### config.mk
export PLATFORM = sky130hd
export DESIGN_NAME = mod_arith_pipe
export DESIGN_NICKNAME = d
export VERILOG_FILES = /design/src/rtl/mod_arith_pipe.sv
export SDC_FILE = /design/constraint.sdc
export NUM_CORES = 1
export LEC_CHECK = 0
export CORE_AREA = 2 2 213 152
export DETAILED_ROUTE_END_ITERATION = 6
export DIE_AREA = 0 0 215 154
export GPL_TIMING_DRIVEN = 1
export PLACE_DENSITY = 0.75
export SETUP_SLACK_MARGIN = 0.05
export SLEW_MARGIN = 20
export SYNTH_ARGS = -nofsm -noshare
export SYNTH_HDL_FRONTEND = slang
export SYNTH_SLANG_ARGS = --single-unit
### constraint.sdc
create_clock -name clk -period 7.7 [get_ports clk]
set_input_delay 0.77 -clock clk [delete_from_list [all_inputs] [get_ports clk]]
set_output_delay 0.77 -clock clk [all_outputs]
set_load 0.05 [all_outputs]
### src/rtl/mod_arith_pipe.sv
// mod_arith_pipe -- pipelined modular ALU for Kyber coefficient arithmetic (q = 3329).
//
// Runs one operation per cycle with a fixed three-stage pipeline:
//   00 ADD  (a + b) mod Q
//   01 SUB  (a - b) mod Q
//   10 MUL  Montgomery product a * b * 2^-RBITS mod Q
//   11 PASS returns a
// The whole pipeline advances when the output slot is empty or is being drained.
// Ports:
//   clk, rst              rising-edge clock, synchronous active-high reset
//   in_valid / in_ready   input handshake; in_ready is combinational from out_ready
//   in_op, in_a, in_b     opcode and operands (operands expected < Q)
//   in_tag                opaque tag carried alongside the op
//   out_valid / out_ready output handshake
//   out_res, out_tag      result in [0,Q) for in-range operands, and the tag of its op
//   out_err               operand-range flag (tied 0 unless the macro below is defined)
// Build option: MOD_ARITH_RANGE_CHECK_EN adds a flag on ops whose operands are >= Q.
module mod_arith_pipe #(
   parameter int unsigned DWIDTH    = 12,
   parameter int unsigned Q         = 3329,
   parameter int unsigned RBITS     = 16,
   parameter int unsigned QPRIME    = 3327,
   parameter int unsigned TAG_WIDTH = 8
) (
   input  logic                 clk,
   input  logic                 rst,
   input  logic                 in_valid,
   output logic                 in_ready,
   input  logic [1:0]           in_op,
   input  logic [DWIDTH-1:0]    in_a,
   input  logic [DWIDTH-1:0]    in_b,
   input  logic [TAG_WIDTH-1:0] in_tag,
   output logic                 out_valid,
   input  logic                 out_ready,
   output logic [DWIDTH-1:0]    out_res,
   output logic [TAG_WIDTH-1:0] out_tag,
   output logic                 out_err
);

   typedef enum logic [1:0] {
      OP_ADD  = 2'b00,
      OP_SUB  = 2'b01,
      OP_MUL  = 2'b10,
      OP_PASS = 2'b11
   } op_e;

   // Width of p + t*Q; the reduced value u = (p + t*Q) >> RBITS is below 2Q.
   localparam int unsigned MW = RBITS + DWIDTH + 2;
   localparam int unsigned UW = MW - RBITS;

   localparam logic [DWIDTH:0]  Q_S  = (DWIDTH+1)'(Q);
   localparam logic [RBITS-1:0] QP_R = RBITS'(QPRIME);
   localparam logic [MW-1:0]    Q_M  = MW'(Q);
   localparam logic [UW-1:0]    Q_U  = UW'(Q);

   logic adv;

   // Stage 1: registered op
   logic                 s1_valid_q;
   op_e                  s1_op_q;
   logic [DWIDTH-1:0]    s1_a_q, s1_b_q;
   logic [TAG_WIDTH-1:0] s1_tag_q;

   // Stage 2: partial results
   logic                 s2_valid_q;
   op_e                  s2_op_q;
   logic [TAG_WIDTH-1:0] s2_tag_q;
   logic [DWIDTH:0]      s2_r_q;      // sum (ADD), difference (SUB) or a (PASS)
   logic [2*DWIDTH-1:0]  s2_p_q;
   logic [RBITS-1:0]     s2_t_q;

   // Stage 3: output registers
   logic                 out_valid_q;
   logic [DWIDTH-1:0]    out_res_q;
   logic [TAG_WIDTH-1:0] out_tag_q;

   logic [DWIDTH:0]      r_d;
   logic [2*DWIDTH-1:0]  p_d;
   logic [RBITS-1:0]     t_d;
   logic [MW-1:0]        mred_d;
   logic [UW-1:0]        u_d;
   logic [DWIDTH-1:0]    res_d;

   assign adv      = !out_valid_q || out_ready;
   assign in_ready = adv;

   // Stage 2 arithmetic
   assign p_d = s1_a_q * s1_b_q;
   assign t_d = p_d[RBITS-1:0] * QP_R;   // only the low RBITS bits of the product are kept

   always_comb begin
      r_d = '0;
      unique case (s1_op_q)
         OP_ADD:  r_d = {1'b0, s1_a_q} + {1'b0, s1_b_q};
         OP_SUB:  r_d = (s1_a_q < s1_b_q) ? ({1'b0, s1_a_q} + Q_S - {1'b0, s1_b_q})
                                          : ({1'b0, s1_a_q} - {1'b0, s1_b_q});
         default: r_d = {1'b0, s1_a_q};
      endcase
   end

   // Stage 3: Montgomery reduction and final conditional subtraction
   assign mred_d = MW'(s2_p_q) + MW'(s2_t_q) * Q_M;
   assign u_d    = UW'(mred_d >> RBITS);

   always_comb begin
      res_d = '0;
      unique case (s2_op_q)
         OP_ADD:  res_d = DWIDTH'((s2_r_q >= Q_S) ? (s2_r_q - Q_S) : s2_r_q);
         OP_MUL:  res_d = DWIDTH'((u_d >= Q_U) ? (u_d - Q_U) : u_d);
         default: res_d = s2_r_q[DWIDTH-1:0];
      endcase
   end

   always_ff @(posedge clk) begin
      if (rst) begin
         s1_valid_q  <= 1'b0;
         s1_op_q     <= OP_ADD;
         s1_a_q      <= '0;
         s1_b_q      <= '0;
         s1_tag_q    <= '0;
         s2_valid_q  <= 1'b0;
         s2_op_q     <= OP_ADD;
         s2_tag_q    <= '0;
         s2_r_q      <= '0;
         s2_p_q      <= '0;
         s2_t_q      <= '0;
         out_valid_q <= 1'b0;
         out_res_q   <= '0;
         out_tag_q   <= '0;
      end else if (adv) begin
         s1_valid_q  <= in_valid;
         s1_op_q     <= op_e'(in_op);
         s1_a_q      <= in_a;
         s1_b_q      <= in_b;
         s1_tag_q    <= in_tag;
         s2_valid_q  <= s1_valid_q;
         s2_op_q     <= s1_op_q;
         s2_tag_q    <= s1_tag_q;
         s2_r_q      <= r_d;
         s2_p_q      <= p_d;
         s2_t_q      <= t_d;
         out_valid_q <= s2_valid_q;
         // Result and tag keep their last value across bubbles
         if (s2_valid_q) begin
            out_res_q <= res_d;
            out_tag_q <= s2_tag_q;
         end
      end
   end

`ifdef MOD_ARITH_RANGE_CHECK_EN
   logic s1_err_q, s2_err_q, out_err_q;
   logic err_d;

   assign err_d = (in_a >= DWIDTH'(Q)) ||
                  ((op_e'(in_op) != OP_PASS) && (in_b >= DWIDTH'(Q)));

   always_ff @(posedge clk) begin
      if (rst) begin
         s1_err_q  <= 1'b0;
         s2_err_q  <= 1'b0;
         out_err_q <= 1'b0;
      end else if (adv) begin
         s1_err_q  <= err_d;
         s2_err_q  <= s1_err_q;
         out_err_q <= s2_valid_q && s2_err_q;
      end
   end

   assign out_err = out_err_q;
`else
   assign out_err = 1'b0;
`endif

   assign out_valid = out_valid_q;
   assign out_res   = out_res_q;
   assign out_tag   = out_tag_q;

endmodule
[Word-level counts from Yosys, hierarchy flattened]
Cells that the tools add are included.
Word-level totals
  latch bits: 0
  bits in writable memories: 0
  output and inout port bits: 23
  memories kept: 0
  input bits: 38
  ROM bits: 0
  register bits: 120
  logic and storage cells: 39
Cells by class
  multiply operators: 3
  reductions and logical operators: 5
  magnitude comparators: 3
  shift operators: 0
  eq/ne operators: 2
  muxes and demuxes: 5
  div/mod/pow operators: 0
  add/subtract/negate cells: 7
  bitwise logic cells: 0
Operators with widths (count)
  $add 24x28->29: 1
  $mul 16x12->28 const B: 1
  $ge 13x12->1 const B: 2
  $pmux 13 s2: 1
  $mul 12x12->24: 1
  $mux 12: 2
  $pmux 12 s2: 1
  $sub 12x12->12 const B: 2
  $mul 16x12->16 const B: 1
  $add 12x12->13: 1
  $add 12x12->13 const B: 1
  $mux 13: 1
  $sub 12x12->13: 1
  $sub 13x12->13: 1
  $lt 12x12->1: 1
  $logic_not 2->1: 2
  $eq 2x1->1 const B: 1
  $eq 2x2->1 const B: 1
  $reduce_and 2->1: 1
  $logic_not 1->1: 1
  $logic_or 1x1->1: 1

[Longest topological paths before layout]
  word-level depth: 5
  depth in mapped cells: 36
  mapped depth without buffers: 35

[Worst setup path before layout]
No wires, ideal clock.
  kind: register -> register
  start: reg s1_a_q[5]
  end: reg s2_t_q[15]
  setup slack: -483 ps
  clock period less this slack: 8183 ps
  buffers on the path: 1
  data arrival time: 8097 ps
  stages on the path, launching flop included: 30
  data required time: 7614 ps
  library setup time: 86 ps
  path through: dfxtp_1 > clkbuf_1 > nand2_1 > fa_1 > fa_1 > fa_1 > fa_1 > fa_1 > inv_1 > ha_1 > or4_1 > o211a_1 > inv_2 > fa_1 > fa_1 > inv_1 > fa_1 > fa_1 > inv_1 > fa_1 > inv_1 > ha_1 > and3_1 > a21oi_1 > o21ai_0 > o21ai_0 > nand2b_1 > a21oi_1 > xnor2_1 > a211oi_1
Between the ends
  longest elaborated chain between the ends: 2
Ends and longest elaborated chain
  start: declaration: line 61  | logic [DWIDTH-1:0] s1_a_q, s1_b_q;
  start signal: assignment: line 133  | s1_a_q <= in_a;
  $mul 12x12->24: line 88  | assign p_d = s1_a_q * s1_b_q;
  $mul 16x12->16: line 89  | assign t_d = p_d[RBITS-1:0] * QP_R;
  end signal: assignment: line 141  | s2_t_q <= t_d;
  end: declaration: line 70  | logic [RBITS-1:0] s2_t_q;
Every way passes these cells.
A chain may end at the register's enable or synchronous reset.

[Worst setup path in the final report]
  start: reg s1_b_q[3]
  end: reg s2_t_q[15]
Between the ends
  longest elaborated chain between the ends: 2
Ends and longest elaborated chain
  start: declaration: line 61
  start signal: assignment: line 134  | s1_b_q <= in_b;
  $mul 12x12->24: line 88
  $mul 16x12->16: line 89
Every way passes these cells.

==> impl_results.md <==
* R2r setup slk at -0.56 ns
* Crit path time final at 8.26 ns
* Hold buffers post-CTS at 0
* Fin cells at between 2000 and 3000
* Via Count at about 14000
* Antenna viol nets, final at 0
* Detailed Route Iter0 Violations at 1091
* Slowest CP cell: fa_1
* Violated checks: negative setup slack
* EDFF count, synth at 0
* IO buf count at 59
* Core box area at just over 30000 um2
* Most frequent cells in the layout: 403 x inv_1, 295 x nand2_1, 241 x ha_1
* Mapped Area at roughly 17000 um2
* Ant diodes at 0
* Area Growth Syn to Fin at 17.8%
* Hold path cells at 2
* CTS tree: yes
* CP Buf/Inv Count at 9
* Fillers at 2596
* Final hold violation count at 0
* Startpoint types: register
* Delay-heaviest family, CP: adder cells
* Largest net degree at the start of global routing at between 60 and 70
* Worst reg2reg endpoint: s2_t_q[15]
* Reg area at 2410 um2
* Drc violations at 0
* Library cells used by synthesis at 78
* Hpwl dp at approximately 38000 um
* Synthesized net count at 2552
* Most area-consuming cells after synthesis: fa_1 23%, ha_1 19%, dfxtp_1 14%, inv_1 9.3%, nand2_1 6.6%
* Die X at 215 um
* Synth Instances at 2062
* Final worst slack at -0.556 ns
* Most used cell, CP: fa_1
* Clk_skew at 0.0212 ns
* Synth warn at 0
* Max Cap Viol at 0
* Req. time, crit path at 8.05 ns
* Routed len/inst at 17.4 um
* Synth async-reset ratio at 0
* Commonest non-fill, non-tap cell in the layout: inv_1
* Critical Path AT at 8.60 ns
* Clk_lat worst skew at between 0.4 and 0.5 ns
* Sequential share of the synthesized area at 0.141
* Setup crit end kind: register
* FMAX at 121 MHz
* Syn_area_per_cell at 8.19 um2
* Longest Clk Path Bufs at 2
* CTS Sinks at 119
* Reg2Reg Depth at 33
* Period utilization at 1.07
* Die height at between 150 and 200 um
* Leading area contributor after synthesis: fa_1
* Gr ovfl total at 0
* Status: finished, violations left
* Initial antenna violation count at 0
* Hold Crit Start: s2_tag_q[1]
* Top-level I/O count at 61
* #FFs+latches synth at around 120
* Hold Crit Class: register to register
* Worst path max stage delay at ~0.55 ns
* Cells after DPL at about 2600
* Nets@finish at 2696
* Initial Util at 0.545
* Post-Place Setup Slack at -0.401 ns
* Clock Tree Root: clkbuf_16
* Slew Limit Fails at 0
* Crit Path Class: register to register
* Slew HR at 0.366
* Num CTS Buffers at 17
* Num rows at 54
* Hold Slack at 0.447 ns
* All-Layer GR Usage at 0.280
* Worst-path clk slew at 0.06 ns
* Area share of the largest cell type after synthesis at 0.232
* Global-route wire length before repair at 73500 um
* Reg2reg start: s1_b_q[3]
* H-tree Lvls at 4
* Via density at 5.41
* Share of cells above drive strength 1 at 0.129
* Unrepaired setup endpoints after global routing: yes
* Worst-path maximum fanout at 5
* Multi-input logic area at about 13000 um2
* Ys flop type: dfxtp_1
* Pre-antenna DRT Iters at 5
* Post-Route WL at 46000 um
* Die area at 33100 um2
* GPL Wtd Cong at 0.994
* Levels on crit path at 33
* Worst slew pin tran at 0.949 ns
* Setup violators final at 2
* Vias in the first global route at 14084
* WHS Endpoint: out_tag[1]
==> flip-flops by register name (all words and copies together), names as in the netlist <==
signal,cells
s2_op_q,2
s2_r_q,13
s2_tag_q,8
s1_a_q,12
out_res,12
s2_valid_q,1
s1_valid_q,1
s1_b_q,12
out_valid,1
s1_op_q,2
s2_p_q,24
s1_tag_q,8
s2_t_q,15
out_tag,8
==> how the worst max path moves through the flow <==
stage                          from          to
final                     s1_b_q[3]  s2_t_q[15]
after detailed placement  s1_b_q[6]  s2_t_q[15]
after global routing      s1_a_q[4]  s2_t_q[15]
after floorplan           s1_a_q[4]  s2_t_q[15]
after global placement    s1_b_q[6]  s2_t_q[15]
after CTS                 s1_a_q[4]  s2_t_q[15]
==> through the flow <==
stage / instance area, um2 / utilization / TNS [ns]
6_report: 19900 / 0.642 / -0.655
5_1_grt: 19900 / 0.642 / -1.56
4_1_cts: 19500 / 0.631 / -0.426
3_5_place_dp: 18900 / 0.611 / -0.615
3_3_place_gp: 18900 / 0.611 / -0.237
2_1_floorplan: 17100 / - / 0
==> synthesized netlist by cell type, types with 14 or more instances <==
library cell  number
ha_1             256
nand2_1          297
nor2_1           101
fa_1             196
inv_1            420
o21bai_1          14
clkbuf_1          62
xor2_1            26
xnor2_1           61
nor3_1            26
o21ai_0           59
dfxtp_1          119
a21o_1            19
nand3_1           26
a21oi_1          162
==> cells by family after synthesis <==
kind of cell             Yosys count  share of synthesized area
AO/OA/AOI/OAI                    355                      0.132
XOR/XNOR                          89                     0.0474
adder cells (fa/ha/maj)          452                      0.422
buffers and inverters            501                      0.112
flip-flops                       119                      0.141
multiplexers                      15                    0.00912
other                              1                   0.000222
AND/OR/NAND/NOR                  530                      0.136
==> area by class of cell <==
class | count | area share
Timing Repair Buffer | 201 | 0.0876
Tap cell | 420 | 0.0264
Multi-Input combinational cell | 1442 | 0.656
Clock inverter | 15 | 0.00673
Clock buffer | 17 | 0.0214
Inverter | 425 | 0.0804
Sequential cell | 119 | 0.121
==> timing repair <==
action                     CTS  global route
buffers inserted             1            10
pin swaps                   13            30
setup endpoints to repair    4             6
gates resized for setup     21            59
cloned                       0             1
==> routing by layer <==
metal,global-route usage,wire [um],part of all wire
met4,0.0388,276,0.0060
met1,0.414,22300,0.48
met5,0,0,0
met2,0.421,20000,0.43
met3,0.0700,3530,0.077
==> worst reg2reg max path, delay by kind of cell (launching register included) <==
family                     cells  cell delay (ns)
DFF                            1             0.38
buffers and inverters          9             0.63
xor gates and xnor gates       8             1.57
adders and majority gates     11             4.57
and+or+nand+nor                2             0.53
AOI/OAI and AO/OA              3             0.49
Power is not shown: default switching activity piles up to over one toggle a cycle in this logic, so the estimate is an artifact.
==> patch (same settings) <==
Change the parameter `TAG_WIDTH` from 8 to 7.
--- a/src/rtl/mod_arith_pipe.sv
+++ b/src/rtl/mod_arith_pipe.sv
@@ -20,7 +20,7 @@
    parameter int unsigned Q         = 3329,
    parameter int unsigned RBITS     = 16,
    parameter int unsigned QPRIME    = 3327,
-   parameter int unsigned TAG_WIDTH = 8
+   parameter int unsigned TAG_WIDTH = 7
 ) (
    input  logic                 clk,
    input  logic                 rst,
Ports: changed (resized in_tag and out_tag); port bits go from 61 to 59. The function was not compared with the original's and may differ.
==> patch against the original RTL <==
The flow still finishes with violations (setup timing); final area fell by 2.2%; first-iteration DRC count fell by 12%; sequential cell count fell by 3; synthesized cell count fell by 2.3%; wire length fell by 6.4%; non-clock buffer count rose by 3; setup slack improved by 0.27 ns; via count fell by 3.7%; area after synthesis fell by 2.2%.
Power is not shown: default switching activity piles up to over one toggle a cycle in this logic, so the estimate is an artifact.
==> patch: results (changes against the original RTL) <==
Run status
  – Status: finished, violations left
  – Failing checks: setup timing

Global routing
  – Vias in the first global route: 13.93k (-1.1%)
  – Tot GR Track Use: 27.05% (-0.91 points)
  – Initial antenna violation count: 1 (+1)
  – M2 GR Usage: 41.12% (-0.99 points)
  – Largest net degree at the start of global routing: 100 (+64%)
  – Grt met3 use: 6.825% (-0.18 points)
  – GR Util met1: 38.65% (-2.8 points)
  – First-pass GRT wire length: 71.10 mm (-3.3%)

Yosys
  – Yosys warns: 0 (unchanged)
  – Fraction of registers with async set/reset: 0% (unchanged)
  – Synth cell count leaders: 419 x inv_1, 291 x nand2_1, 256 x ha_1
  – Syn nets: 2504 (-1.9%)
  – Top post-synthesis cells by area: fa_1 24%, ha_1 19%, dfxtp_1 14%
  – Register area share after synthesis: 14.07% (-0.040 points)

Finish
  – Filler cells: 2699 (+4.0%)
  – Share of layout cells above drive strength 1: 12.77% (-0.16 points)
  – Post-layout nets: 2660 (-1.3%)

Detailed routing
  – Drt first-iter violations: 962 (-12%)
  – Final WL: 43.10 mm (-6.4%)
  – Antenna Nets Post-Route: 0 (unchanged)
  – DRT Pass-1 Iters: 6 (+1)
  – Vias per cell: 5.277 (-2.4%)

STA
  – Worst Max-Slew Pin Slew: 1.056 ns (+0.1069 ns)
  – Worst setup margin: -0.2862 ns (+0.2698 ns)
  – Clk_skew: 0.01101 ns (-0.01019 ns)
  – Setup-failing EPs final: 1 (-1)

Clocking
  – CTS clk-pin slew, worst paths: 0.07 ns
  – Clock Latency Late Sink: 0.45 ns (about the same)

Worst setup path
  – Cell family with most CP delay: adder cells
  – CP Data Arrival Time: 8.36 ns (-0.24 ns)
  – Reg2reg path depth: 33 (unchanged)
  – CP Max Fanout: 6 (+1)
  – R2r endpoint: s2_t_q[15]

Min path
  – Hold Path Depth: 2 (unchanged)
  – Hold wc startpoint: s2_p_q[18]
  – Hold Crit Endpoint: s2_p_q[18]

Placed design
  – Placer Congestion: 1.029 (+3.5%)
  – Setup WS pre-CTS: -0.4578 ns (-0.05727 ns)
  – Placed cell areas: 18680 um^2 (-1.1%)
  – # port buffers: 57 (-3.4%)
  – Dpl hpwl: 35.38 mm (-5.8%)
[patch: cell types whose count changed after synthesis, sizes merged, moves of 8 or more]
| cell | before | now |
|---|---|---|
| o21ai | 63 | 55 |
| buf | 14 | 6 |
| nor2 | 101 | 127 |
| a221oi | 10 | 2 |
| nand3 | 26 | 12 |
| mux2i | 12 | 1 |
[patch: how the worst max path moves through the flow]
stage               from         end  slack [ns]  depth (start not counted)
2_1_floorplan  s1_a_q[3]  s2_t_q[15]        0.03                         34
3_3_place_gp   s1_b_q[0]  s2_t_q[15]       -0.22                         30
3_5_place_dp   s1_a_q[5]  s2_t_q[15]       -0.46                         32
4_1_cts        s1_b_q[5]  s2_t_q[15]       -0.30                         32
5_1_grt        s1_a_q[3]  s2_t_q[15]       -0.65                         31
6_report       s1_b_q[3]  s2_t_q[15]       -0.29                         33
[patch: per-layer routing]
layer	part of all wire (%)	routed length [um]	vias up
met5	0	0	-
li1	-	-	6682
met4	1.6	678	0
met2	43	18400	428
met3	8.4	3600	50
met1	47	20430	6586
[patch: cells by family after synthesis]
group / synth area share [%]
AND/OR/NAND/NOR: 13.61
flip-flops: 14.07
buffers and inverters: 11.23
multiplexers: 0.2654
XOR/XNOR: 5.285
adder cells (fa/ha/maj): 43.19
AO/OA/AOI/OAI: 12.32
other: 0.02273
[patch: layout make-up]
type | instances | area (um^2) | share of cell area (%)
inverter | 423 | 1603 | 8.245
antenna | 1 | 2.502 | 0.01287
tap | 420 | 525.5 | 2.703
clock buffer | 17 | 425.4 | 2.188
timing repair buffer | 204 | 1722 | 8.857
multi-input combinational | 1409 | 12630 | 64.99
sequential | 116 | 2357 | 12.13
clock inverter | 15 | 170.2 | 0.8754
[patch: repair_timing]
item	CTS	global route
resized for setup	28	21
setup endpoints to repair	4	5
gates cloned	0	0
hold buffers	0	0
pin swaps	13	17
buffers inserted	1	0
[patch: metrics by stage]
stage                     cells  util (%)  setup TNS [ns]  hold WS (ns)
after CTS                  2604     62.63         -0.3155        0.4529
after global routing       2604     62.81          -1.328        0.4762
final                      2605     62.82         -0.2862        0.4532
after floorplan            2015         -               0        0.4319
after global placement     2571     60.37         -0.4808        0.4400
after detailed placement   2571     60.37         -0.9625        0.4447
[patch: worst reg2reg max path: cells and delay by family (launching register included)]
kind            cells  cell delay (ns)
xor+xnor            8             1.41
compound gates      5             0.74
simple gates        3             0.21
buf+inv             7             0.48
flops               1             0.41
fa+ha+maj          10             4.66
